--- src/rtl/imm_gen_stage.sv ---
`default_nettype none
// ============================================================================
// Module   : imm_gen_stage
// Purpose  : RV32I/RV64I immediate generator with a registered output stage
//            and a one-entry skid buffer, plus a saturating illegal counter.
// Revision : 1.0 - initial release
// ============================================================================
module imm_gen_stage #(
  parameter int XLEN        = 32,
  parameter int AUTO_DECODE = 1,
  parameter int CNT_W       = 8
) (
  input  logic              clk,
  input  logic              rst,
  input  logic              flush,
  input  logic              in_valid,
  output logic              in_ready,
  input  logic [31:0]       in_instr,
  input  logic [2:0]        in_src,
  output logic              out_valid,
  input  logic              out_ready,
  output logic [31:0]       out_instr,
  output logic [XLEN-1:0]   out_imm,
  output logic [2:0]        out_fmt,
  output logic              out_illegal,
  output logic [CNT_W-1:0]  illegal_cnt
);

  localparam logic [2:0] C_FMT_I     = 3'b000;
  localparam logic [2:0] C_FMT_S     = 3'b001;
  localparam logic [2:0] C_FMT_B     = 3'b010;
  localparam logic [2:0] C_FMT_U     = 3'b011;
  localparam logic [2:0] C_FMT_J     = 3'b100;
  localparam logic [2:0] C_FMT_SHAMT = 3'b101;
  localparam logic [2:0] C_FMT_R     = 3'b110;
  localparam logic [2:0] C_FMT_ILL   = 3'b111;

  // ---------------------------------------------------------------- decode
  logic [2:0]      dec_fmt;
  logic [31:0]     dec_raw;
  logic            dec_sext;
  logic [XLEN-1:0] dec_imm;
  logic            dec_illegal;
  logic            s;

  assign s = in_instr[31];

  always_comb begin
    dec_fmt = C_FMT_ILL;
    if (AUTO_DECODE != 0) begin
      case (in_instr[6:0])
        7'b0010011: dec_fmt = (in_instr[13:12] == 2'b01) ? C_FMT_SHAMT : C_FMT_I;
        7'b0000011,
        7'b1100111,
        7'b1110011: dec_fmt = C_FMT_I;
        7'b0100011: dec_fmt = C_FMT_S;
        7'b1100011: dec_fmt = C_FMT_B;
        7'b0110111,
        7'b0010111: dec_fmt = C_FMT_U;
        7'b1101111: dec_fmt = C_FMT_J;
        7'b0110011: dec_fmt = C_FMT_R;
        default:    dec_fmt = C_FMT_ILL;
      endcase
    end else begin
      dec_fmt = in_src;
    end
  end

  // Every signed format fits in 32 bits with its sign at bit 31, so the
  // immediate is assembled at 32 bits and widened once at the end.
  always_comb begin
    dec_raw  = 32'd0;
    dec_sext = 1'b1;
    case (dec_fmt)
      C_FMT_I: dec_raw = {{20{s}}, in_instr[31:20]};
      C_FMT_S: dec_raw = {{20{s}}, in_instr[31:25], in_instr[11:7]};
      C_FMT_B: dec_raw = {{19{s}}, s, in_instr[7], in_instr[30:25], in_instr[11:8], 1'b0};
      C_FMT_U: dec_raw = {in_instr[31:12], 12'd0};
      C_FMT_J: dec_raw = {{11{s}}, s, in_instr[19:12], in_instr[20], in_instr[30:21], 1'b0};
      C_FMT_SHAMT: begin
        dec_sext = 1'b0;
        dec_raw  = {26'd0, (XLEN == 64) ? in_instr[25] : 1'b0, in_instr[24:20]};
      end
      default: dec_raw = 32'd0;
    endcase
  end

  always_comb begin
    if (dec_sext) begin
      dec_imm = XLEN'($signed(dec_raw));
    end else begin
      dec_imm = XLEN'(dec_raw);
    end
    dec_illegal = (dec_fmt == C_FMT_ILL);
  end

  // ---------------------------------------------------------------- storage
  logic              out_valid_q,   out_valid_d;
  logic [31:0]       out_instr_q,   out_instr_d;
  logic [XLEN-1:0]   out_imm_q,     out_imm_d;
  logic [2:0]        out_fmt_q,     out_fmt_d;
  logic              out_illegal_q, out_illegal_d;
  logic              skid_valid_q,  skid_valid_d;
  logic [31:0]       skid_instr_q,  skid_instr_d;
  logic [XLEN-1:0]   skid_imm_q,    skid_imm_d;
  logic [2:0]        skid_fmt_q,    skid_fmt_d;
  logic              skid_illegal_q, skid_illegal_d;
  logic [CNT_W-1:0]  illegal_cnt_q, illegal_cnt_d;

  logic in_fire;
  logic out_fire;

  assign in_ready = !skid_valid_q;
  assign in_fire  = in_valid && !skid_valid_q;
  assign out_fire = out_valid_q && out_ready;

  always_comb begin
    out_valid_d    = out_valid_q;
    out_instr_d    = out_instr_q;
    out_imm_d      = out_imm_q;
    out_fmt_d      = out_fmt_q;
    out_illegal_d  = out_illegal_q;
    skid_valid_d   = skid_valid_q;
    skid_instr_d   = skid_instr_q;
    skid_imm_d     = skid_imm_q;
    skid_fmt_d     = skid_fmt_q;
    skid_illegal_d = skid_illegal_q;
    illegal_cnt_d  = illegal_cnt_q;

    if (out_fire && out_illegal_q && !(&illegal_cnt_q)) begin
      illegal_cnt_d = illegal_cnt_q + 1'b1;
    end

    if (flush) begin
      out_valid_d  = 1'b0;
      skid_valid_d = 1'b0;
    end else if (!out_valid_q || out_fire) begin
      // Output register is free this edge: skid has priority to keep order.
      if (skid_valid_q) begin
        out_valid_d   = 1'b1;
        out_instr_d   = skid_instr_q;
        out_imm_d     = skid_imm_q;
        out_fmt_d     = skid_fmt_q;
        out_illegal_d = skid_illegal_q;
        skid_valid_d  = 1'b0;
      end else if (in_fire) begin
        out_valid_d   = 1'b1;
        out_instr_d   = in_instr;
        out_imm_d     = dec_imm;
        out_fmt_d     = dec_fmt;
        out_illegal_d = dec_illegal;
      end else begin
        out_valid_d   = 1'b0;
      end
    end else if (in_fire) begin
      skid_valid_d   = 1'b1;
      skid_instr_d   = in_instr;
      skid_imm_d     = dec_imm;
      skid_fmt_d     = dec_fmt;
      skid_illegal_d = dec_illegal;
    end
  end

  always_ff @(posedge clk) begin
    if (rst) begin
      out_valid_q    <= 1'b0;
      out_instr_q    <= '0;
      out_imm_q      <= '0;
      out_fmt_q      <= C_FMT_I;
      out_illegal_q  <= 1'b0;
      skid_valid_q   <= 1'b0;
      skid_instr_q   <= '0;
      skid_imm_q     <= '0;
      skid_fmt_q     <= C_FMT_I;
      skid_illegal_q <= 1'b0;
      illegal_cnt_q  <= '0;
    end else begin
      out_valid_q    <= out_valid_d;
      out_instr_q    <= out_instr_d;
      out_imm_q      <= out_imm_d;
      out_fmt_q      <= out_fmt_d;
      out_illegal_q  <= out_illegal_d;
      skid_valid_q   <= skid_valid_d;
      skid_instr_q   <= skid_instr_d;
      skid_imm_q     <= skid_imm_d;
      skid_fmt_q     <= skid_fmt_d;
      skid_illegal_q <= skid_illegal_d;
      illegal_cnt_q  <= illegal_cnt_d;
    end
  end

  assign out_valid   = out_valid_q;
  assign out_instr   = out_instr_q;
  assign out_imm     = out_imm_q;
  assign out_fmt     = out_fmt_q;
  assign out_illegal = out_illegal_q;
  assign illegal_cnt = illegal_cnt_q;

endmodule
`default_nettype wire

--- config.mk ---
export PLATFORM = sky130hd
export DESIGN_NAME = imm_gen_stage
export DESIGN_NICKNAME = d
export VERILOG_FILES = /design/src/rtl/imm_gen_stage.sv
export SDC_FILE = /design/constraint.sdc
export NUM_CORES = 1
export LEC_CHECK = 0
export ABC_AREA = 1
export CELL_PAD_IN_SITES_DETAIL_PLACEMENT = 0
export CELL_PAD_IN_SITES_GLOBAL_PLACEMENT = 1
export CORE_MARGIN = 1
export CORE_UTILIZATION = 34
export CTS_CLUSTER_DIAMETER = 30
export CTS_CLUSTER_SIZE = 10
export DETAILED_ROUTE_END_ITERATION = 8
export MAX_ROUTING_LAYER = met4
export PLACE_DENSITY_LB_ADDON = 0.08
export SYNTH_ARGS = -nofsm -noshare
export SYNTH_HDL_FRONTEND = slang
export SYNTH_SLANG_ARGS = --single-unit
--- constraint.sdc ---
create_clock -name clk -period 1.55 [get_ports clk]
set_input_delay 0.2325 -clock clk [delete_from_list [all_inputs] [get_ports clk]]
set_output_delay 0.2325 -clock clk [all_outputs]
set_load 0.03 [all_outputs]
# Word level (Yosys, flattened, before mapping)
# Index checks and enable logic that the tools add are counted.
[op_classes]
add_sub_neg = 1
n_eq_ne = 17
n_mux = 13
n_bitwise = 2
n_reduce_logical = 17
[op_table]
columns = ["op", "n"]
rows = [
  ["$pmux 32 s6", 1],
  ["$mux 32", 4],
  ["$eq 7x7->1 const B", 4],
  ["$eq 7x6->1 const B", 3],
  ["$pmux 3 s7", 1],
  ["$eq 7x5->1 const B", 2],
  ["$eq 3x3->1 const B", 3],
  ["$mux 3", 3],
  ["$add 8x1->8 const B", 1],
  ["$reduce_and 8->1", 1],
  ["$eq 7x2->1 const B", 1],
  ["$eq 3x2->1 const B", 2],
  ["$reduce_and 3->1", 2],
  ["$reduce_or 3->1", 2],
  ["$logic_and 1x1->1", 4],
  ["$mux 1", 4],
  ["$reduce_or 2->1", 2],
  ["$eq 3x1->1 const B", 1],
  ["$logic_not 1->1", 3],
  ["$logic_not 3->1", 1],
  ["$eq 2x1->1 const B", 1],
  ["$not 1->1", 2],
  ["$reduce_bool 2->1", 1],
  ["$logic_or 1x1->1", 1],
]
[word_totals]
ff_bits = 146
input_bits = 40
output_inout_bits = 78

# Logic depth before layout (Yosys ltp)
# Gate-level depths: netlist of run 1.
[logic_depth]
ltp_word = 7
ltp_mapped = 13

# Worst setup path after synthesis of run 1
# Ideal clock, no wire load.
[synth_timing]
kind = "reg2reg"
from = "register illegal_cnt_q[0] (netlist: illegal_cnt[0])"
to = "register illegal_cnt_q[4] (netlist: illegal_cnt[4])"
setup_ps = 115
arrival_ps = 1695
t_required_ps = 1435
slack_ps = -259
stages_incl_launch_ff = 10
path_cell_list = "dfxtp_1 > ha_1 > inv_1 > nor4_1 > nand3_1 > nand2_1 > inv_1 > nand3_1 > nor2_1 > o21a_1"
[synth_via]
elab_chain_len = 3
elab_cells_between_ends = 4
[synth_lines]
columns = ["item", "line", "text"]
rows = [
  ["start: declaration", "108", "logic [CNT_W-1:0] illegal_cnt_q, illegal_cnt_d;"],
  ["start signal: assignment", "188", "illegal_cnt_q <= illegal_cnt_d;"],
  ["branches (longest 3 deep; another with $add 8x1->8)", "-", ""],
]
# Parallel ways; which one is timed is not known.
# A chain may end at the register's enable or synchronous reset.

# Final worst setup path of run 1
[layout_timing]
from = "register illegal_cnt_q[1] (netlist: illegal_cnt[1])"
to = "register illegal_cnt_q[4] (netlist: illegal_cnt[4])"
# The elaborated chain is that of the path after synthesis.

==> results by group, run 1 <==
GRT
  • Largest net degree at the start of global routing: 68
  • Number of global-route vias before repair: 5760
  • First-pass GRT wire length: roughly 31000 µm
  • Gr usage total: between 20% and 30%
  • Initial antenna violation count: 0
  • Gr ovfl total: 0

Cells and area
  • Layout cell share with drive strength beyond 1: 18.3%
  • Layout area overhead: 44.7%
  • Util after Layout: between 50% and 60%
  • Final net count: about 1.1k
  • Multi-input logic area: 3100 µm²
  • Antenna diodes: 0
  • Filler instances: about 1.8k
  • Most common cell after layout, fill and taps aside: nand2_1
  • Sequential cell area: 2940 µm²
  • Cell area after layout: 9280 µm²
  • Most frequent cells in the layout: nand2_1 (155), dfxtp_1 (139), a21oi_1 (109), o21ai_0 (92), nor2_1 (75)

Placed design
  • Placed Area: just over 8000 µm²
  • PortBufs: 114
  • Final GP Congestion: 0.794
  • Post-DP HPWL: approximately 13000 µm

CTS
  • H-tree depth: 4
  • Worst-Skew Late Latency: 0.43 ns
  • CTS root buf: clkbuf_16
  • CTS tree: done
  • Cts bufs inserted: 17
  • Clock buffer depth: 2
  • Clk pin slew, worst setup/hold paths: approximately 0.06 ns
  • Clk sinks: roughly 150

Critical path
  • CP max FO: 6
  • Most used cell along the critical path: nand3_4
  • Worst setup SP type: flop
  • CP delay by family, top: simple AND/OR/NAND/NOR gates
  • CP Cell Sequence: ha_4 > inv_2 > nor4_2 > buf_4 > nand3_4 > nand2_4 > inv_6 > nand3_4 > nor2_2 > nor2_1 > o21a_1
  • Endpoint class of the critical path: flop
  • Slowest-stage cell, CP: dfxtp_4
  • Critical Path RT: 1.92 ns
  • Worst path max stage delay: approximately 0.36 ns
  • Worst setup path class: reg2reg
  • Arr. time, crit path: about 1.9 ns
  • Worst path bufs/invs: 3

STA
  • Max-slew violations: 0
  • Unrepaired setup endpoints after global routing: true
  • Final hold vios: 0
  • Final setup fails: 0
  • Fmax: approximately 0.65 GHz
  • Min Tclk post-route: 1.54 ns
  • Worst Skew: between 0.005 and 0.006 ns
  • Slew @ Worst Pin: around 0.56 ns
  • Setup TNS Final: 0 ns
  • Final period util: ~100%
  • Relative slew slack: a little over three fifths

Power and ir drop
  • Combinational power share: between 10% and 20%
  • Worst VDD drop: approximately 750 µV
  • Power per cell area: roughly 1000 nW/µm²
  • Leak Pwr: between 4 and 5 nW
  • Internal power: 0.00702 W
  • Sw Share: 24.3%
  • Seq pwr share: ~42%
  • Clock power frac: a little under half
  • Switch Pwr: about 0.0022 W

Synth
  • Post-Synth Adder-Cell Area: 0.195%
  • Mux contribution to synthesized area: 0%
  • Mapped Area: 6410 µm²
  • Share of the synthesized area in the top cell type: a little under half
  • Ys Warns: 0
  • Largest family of logic cells by synthesized area: compound AO/OA/AOI/OAI gates
  • Compound-Gate Fraction of Synth Area: 23.3%
  • Syn Nets: about 940
  • Syn Area/Cell: 7.17 µm²
  • Post-Synth Simple-Gate Area: between 20% and 30%
  • Synth Instances: approximately 890
  • Cell taking the most area after synthesis: dfxtp_1
  • Synthesized flop and latch total: ~150
  • Register area share after synthesis: between 40% and 50%
  • Synth top area cells: dfxtp_1 (46%), nand2_1 (9.7%), a21oi_1 (8.8%)
  • Post-synth cell types: 33
  • Synth Area in XOR/XNOR: less than 1%

Floorplanning
  • Die area: a little under 20000 µm²
  • Die X: roughly 140 µm
  • Starting Density: between 30% and 40%
  • # rows: 49
  • I/O pins: roughly 120
  • Die height: approximately 140 µm
  • Core ar.: about 18000 µm²

Routing
  • Final WL: between 20000 and 25000 µm
  • Antenna Violating Nets Remaining: 0
  • Pre-antenna DRT Iters: 5
  • DR vias: approximately 6.5k
  • Initial DRC count: between 400 and 500
  • Routed vias/inst: 5.02
  • DRC errors left: 0
  • Wire per inst: 16.0 µm

Job
  • Maxcap violations: 0

Worst hold path
  • Worst hold path class: in2reg

Run status
  • Status: complete, no violations
-- logic make-up (layout without fill, tap and decap cells) --
group                    Yosys count  count (layout)
buffers and inverters            149             314
XOR/XNOR                           1               1
AND/OR/NAND/NOR                  321             321
AO/OA/AOI/OAI                    276             276
adder cells (fa/ha/maj)            1               1
flip-flops                       146             146
-- cells in the mapped netlist --
master and number:
nand2_4 2, clkinv_1 1, nand3b_1 2, clkbuf_1 45, buf_2 14, inv_2 3
dfxtp_1 146, o21a_1 1, nand4_1 3, buf_6 3, o31ai_1 1, nor2_4 3
o22ai_1 5, nor2_1 83, nor3_2 1, nor2_2 2, ha_1 1, nand4_2 1
o21ai_0 94, buf_4 1, o21ai_2 1, buf_1 3, nand2_2 4, a21oi_1 113
nand4_4 1, nand2_1 165, nor4_1 2, o21ai_1 7, inv_1 79, o211ai_1 22
nand3_1 52, a31oi_1 32, xor2_1 1
-- final cells by class --
class / count / share of cell area (%)
flip-flops and latches: 146 / 31.6
well taps: 229 / 3.09
inverters: 83 / 3.49
clock buffers: 21 / 5.07
multi-input cells: 599 / 33.4
repair buffers: 200 / 21.6
clock inverters: 10 / 1.69
-- layer usage --
layer  up-vias  GRT usage, %  share of wire (%)
met5         -             -                  0
met4         0          6.73                1.3
met3        16          4.16                4.1
met2       133          30.9                 45
met1      3037          28.7                 50
li1       3285             -                  -
-- stage by stage --
step | worst slack, ns | cells | hold slack (ns) | total power (W)
after CTS | -0.000136 | 1277 | 0.206 | 0.00931
after detailed placement | -0.604 | 1238 | 0.459 | 0.00492
after floorplan | -0.0690 | 894 | 0.332 | 0.00446
final | 0.00842 | 1288 | 0.0920 | 0.00927
after global placement | -0.623 | 1238 | 0.454 | 0.00492
after global routing | -0.0640 | 1288 | 0.0925 | 0.00961
-- flip-flops by register name (all words and copies together), names as in the netlist, 3 cells and up --
signal        cells
out_instr        32
out_imm          32
skid_fmt_q        3
out_fmt           3
illegal_cnt       8
skid_instr_q     32
skid_imm_q       32
-- worst reg2reg max path: stages, from the launching register on --
cell,delay (ns)
dfxtp_4,0.36
ha_4,0.13
inv_2,0.03
nor4_2,0.25
buf_4,0.17
nand3_4,0.07
nand2_4,0.12
inv_6,0.05
nand3_4,0.07
nor2_2,0.04
nor2_1,0.08
o21a_1,0.13
-- path summary, 6_finish.rpt --
| path | cells past startpoint | from | slack (ns) | endpoint |
|---|---|---|---|---|
| max | 11 | illegal_cnt[1] | 0.008 | illegal_cnt[4] |
| min | 3 | in_instr[2] | 0.09 | skid_instr_q[2] |
| max reg2reg | 11 | illegal_cnt[1] | 0.008 | illegal_cnt[4] |
| min reg2reg | 2 | out_imm[17] | 0.46 | out_imm[17] |
-- power groups by stage --
| stage | clock, W | combinational (W) | sequential (W) |
|---|---|---|---|
| after CTS | 0.00451 | 0.000903 | 0.00390 |
| after floorplan | 0 | 0.000336 | 0.00412 |
| final | 0.00442 | 0.000954 | 0.00390 |
| after global routing | 0.00467 | 0.00103 | 0.00391 |
| after detailed placement | 0 | 0.000938 | 0.00398 |
| after global placement | 0 | 0.000940 | 0.00398 |
-- repair_timing --
item,CTS,global route
setup buffers,3,7
endpoints found under the setup margin,145,84
cloned,5,4
resized for setup,108,70
pin swaps,7,14
hold buffers,0,0
No activity file was read; power rests on OpenSTA's default activity.
==> run 2, diff against run 1 <==
==> constraint.sdc (replaced) <==
create_clock -name clk -period 1.55 [get_ports clk]
set_input_delay 0.3875 -clock clk [delete_from_list [all_inputs] [get_ports clk]]
set_output_delay 0.3875 -clock clk [all_outputs]
set_load 0.03 [all_outputs]
==> run 2 against run 1 <==
  * The flow now finishes with violations (negative setup slack)
  * Wire length is 1.1% higher
  * Sequential share of layout area is 1.7 points lower
  * Clock skew is 0.0026 ns higher
  * Cell count is 2.5% higher
  * Combinational power is 10% higher
  * Worst setup slack worse by 0.065 ns
  * Sequential cell count stayed put
  * Sequential power hardly changed
  * Die area stayed put
  * Global-route usage is 1.2 points higher
  * Clock-buffer cell count stayed put
  * Total power is 2.0% higher
  * Critical endpoint is now illegal_cnt[0]
  * Largest cell class unchanged
  * Largest power group unchanged
  * Highest routed layer unchanged
==> results by group, run 2 (synthesis results as in run 1) <==
Cells and area
  • Layout Cells excl Fill: 1320 (+2.5%)
  • Multi-input logic area: 3450 µm² (+11%)
  • Filler instances: 1756 (-2.0%)
  • Most common cell after layout, fill and taps aside: nand2_1
  • Layout cell share with drive strength beyond 1: 32.1% (+14 points)
  • Util after Layout: 53.9% (+2.9 points)
  • Antenna diodes: 0 (unchanged)
  • Layout area overhead: 53.1%
  • Sequential cell area: 2940 µm² (unchanged)
  • Final net count: 1119 (+2.8%)
  • Most frequent cells in the layout: nand2_1 (142), dfxtp_1 (139), a21oi_1 (97), o21ai_0 (88), buf_4 (86)

Routing
  • Antenna Violating Nets Remaining: 0 (unchanged)
  • Final WL: 20900 µm (+1.1%)
  • Routed wl met3: 640 µm (-25%)
  • Initial DRC count: 324 (-19%)
  • Metal1 wirelength: 10300 µm (about the same)
  • DRC errors left: 0 (unchanged)
  • DR vias: 6507 (+0.56%)
  • Wire per inst: 15.8 µm (-1.3%)
  • Routed vias/inst: 4.93 (-1.9%)
  • Top Metal Used: met4
  • WL met2: 9730 µm (+5.2%)
  • Pre-antenna DRT Iters: 5 (unchanged)

Floorplanning
  • Starting Density: 35.2% (unchanged)
  • # rows: 49 (unchanged)
  • Die area: 19400 µm² (unchanged)
  • I/O pins: 118 (unchanged)
  • Core ar.: 18200 µm² (unchanged)
  • Die height: 139 µm (unchanged)
  • Die X: 139 µm (unchanged)

STA
  • Post-route setup slack: -0.0568 ns (-0.0652 ns)
  • Fmax: 0.622 GHz (-4.1%)
  • Slew @ Worst Pin: 0.504 ns (-0.0519 ns)
  • WHS: 0.225 ns (+0.133 ns)
  • Setup TNS Final: -0.141 ns (-0.141 ns)
  • Max-slew violations: 0 (unchanged)
  • Worst Skew: 0.00808 ns (+0.00255 ns)
  • Unrepaired setup endpoints after global routing: true
  • Min Tclk post-route: 1.61 ns (+0.0652 ns)
  • Final period util: 104% (+4.2 points)
  • Relative slew slack: 66.4% (+3.5 points)
  • Final hold vios: 0 (unchanged)
  • Final setup fails: 8 (+8)

Job
  • Maxcap violations: 0 (unchanged)

Worst hold path
  • Worst hold path class: in2reg
  • WHS Path Cells: 3 (unchanged)

Critical path
  • WP depth: 10 (-1)
  • Worst path bufs/invs: 4 (+1)
  • CP delay by family, top: simple AND/OR/NAND/NOR gates
  • Worst setup SP type: flop
  • Worst path max stage delay: 0.36 ns (about the same)
  • Critical Path RT: 1.87 ns (-0.05 ns)
  • CP max FO: 4 (-2)
  • Endpoint class of the critical path: flop
  • CP Cell Sequence: ha_4 > inv_2 > nor4_4 > buf_4 > nand3_4 > nand2_4 > inv_4 > buf_6 > o21ai_2 > a21oi_2
  • Worst reg2reg path depth: 10 (-1)
  • Slowest-stage cell, CP: dfxtp_4
  • Worst setup path class: reg2reg
  • Arr. time, crit path: 1.93 ns (+0.02 ns)

GRT
  • Gr usage total: 22.2% (+1.2 points)
  • Gr ovfl total: 0 (unchanged)
  • Number of global-route vias before repair: 6219 (+8.0%)
  • First-pass GRT wire length: 33000 µm (+5.8%)
  • Initial antenna violation count: 0 (unchanged)
  • Largest net degree at the start of global routing: 70 (+2.9%)

CTS
  • Worst-Skew Late Latency: 0.43 ns (about the same)
  • Clk pin slew, worst setup/hold paths: 0.06 ns (about the same)
  • Hold-fix buffers, CTS: 0 (unchanged)
  • CTS tree: done
  • CTS root buf: clkbuf_16
  • H-tree depth: 4 (unchanged)
  • Cts bufs inserted: 17 (unchanged)
  • Clk sinks: 146 (unchanged)
  • Clock buffer depth: 2 (unchanged)

Run status
  • Status: finished with violations
  • Failing checks: negative setup slack

Placed design
  • PortBufs: 114 (unchanged)
  • Post-DP HPWL: 12600 µm (+0.71%)
  • Final GP Congestion: 0.785 (-1.1%)
  • Placed Instances: 1255 (+1.4%)

Power and ir drop
  • Leak Pwr: 4.61 nW (+1.9%)
  • Power per cell area: 963 nW/µm² (-3.6%)
  • Worst VDD drop: 812 µV (+8.1%)
  • Tot Pwr: 0.00946 W (+2.0%)
## run 2: final timing paths
kind	from	end	slack, ns
setup / recovery	illegal_cnt[1]	illegal_cnt[0]	-0.06
hold / removal	in_instr[2]	skid_instr_q[2]	0.22
setup reg to reg	illegal_cnt[1]	illegal_cnt[0]	-0.06
hold reg to reg	out_imm[3]	out_imm[3]	0.46
## run 2: final cells by class
type                       instances  share of cell area (%)
timing repair buffer             231                    22.1
clock inverter                    11                    1.76
clock buffer                      21                    4.79
sequential                       146                    29.9
multi-input combinational        599                    35.1
tap                              229                    2.92
inverter                          83                    3.44
## run 2: per-layer routing
layer  global-route usage [%]  up-vias
li1                         -     3360
met2                     34.7       98
met5                        -        -
met3                     3.82       19
met4                     6.37        0
met1                     29.4     3030
## run 2: metrics by stage
stage | worst slack, ns | cell area (µm²)
detailed placement | -0.791 | 8370
CTS | -0.0340 | 9480
global route | -0.124 | 9820
global placement | -0.777 | 8370
floorplan | -0.0690 | 6450
finish | -0.0568 | 9820
## run 2: timing repair
action / in CTS / in global routing
setup buffers: 17 / 11
gates resized for setup: 269 / 171
gates cloned: 5 / 3
endpoints found under the setup margin: 180 / 177
pin swaps: 24 / 42
endpoints found under the hold margin: 0 / 0
## run 2: where the power goes
part	total [W]	switching (W)	leakage, nW	internal (W)
logic	0.00105	0.000618	3.11	0.000429
clock network	0.00451	0.00167	0.314	0.00284
registers	0.00390	0.0000512	1.19	0.00385
## run 2: worst reg2reg max path, delay by kind of cell (launching register included)
kind,cells,cell delay (ns)
buf+inv,4,0.39
simple gates,3,0.43
compound gates,2,0.18
flops,1,0.36
fa+ha+maj,1,0.14
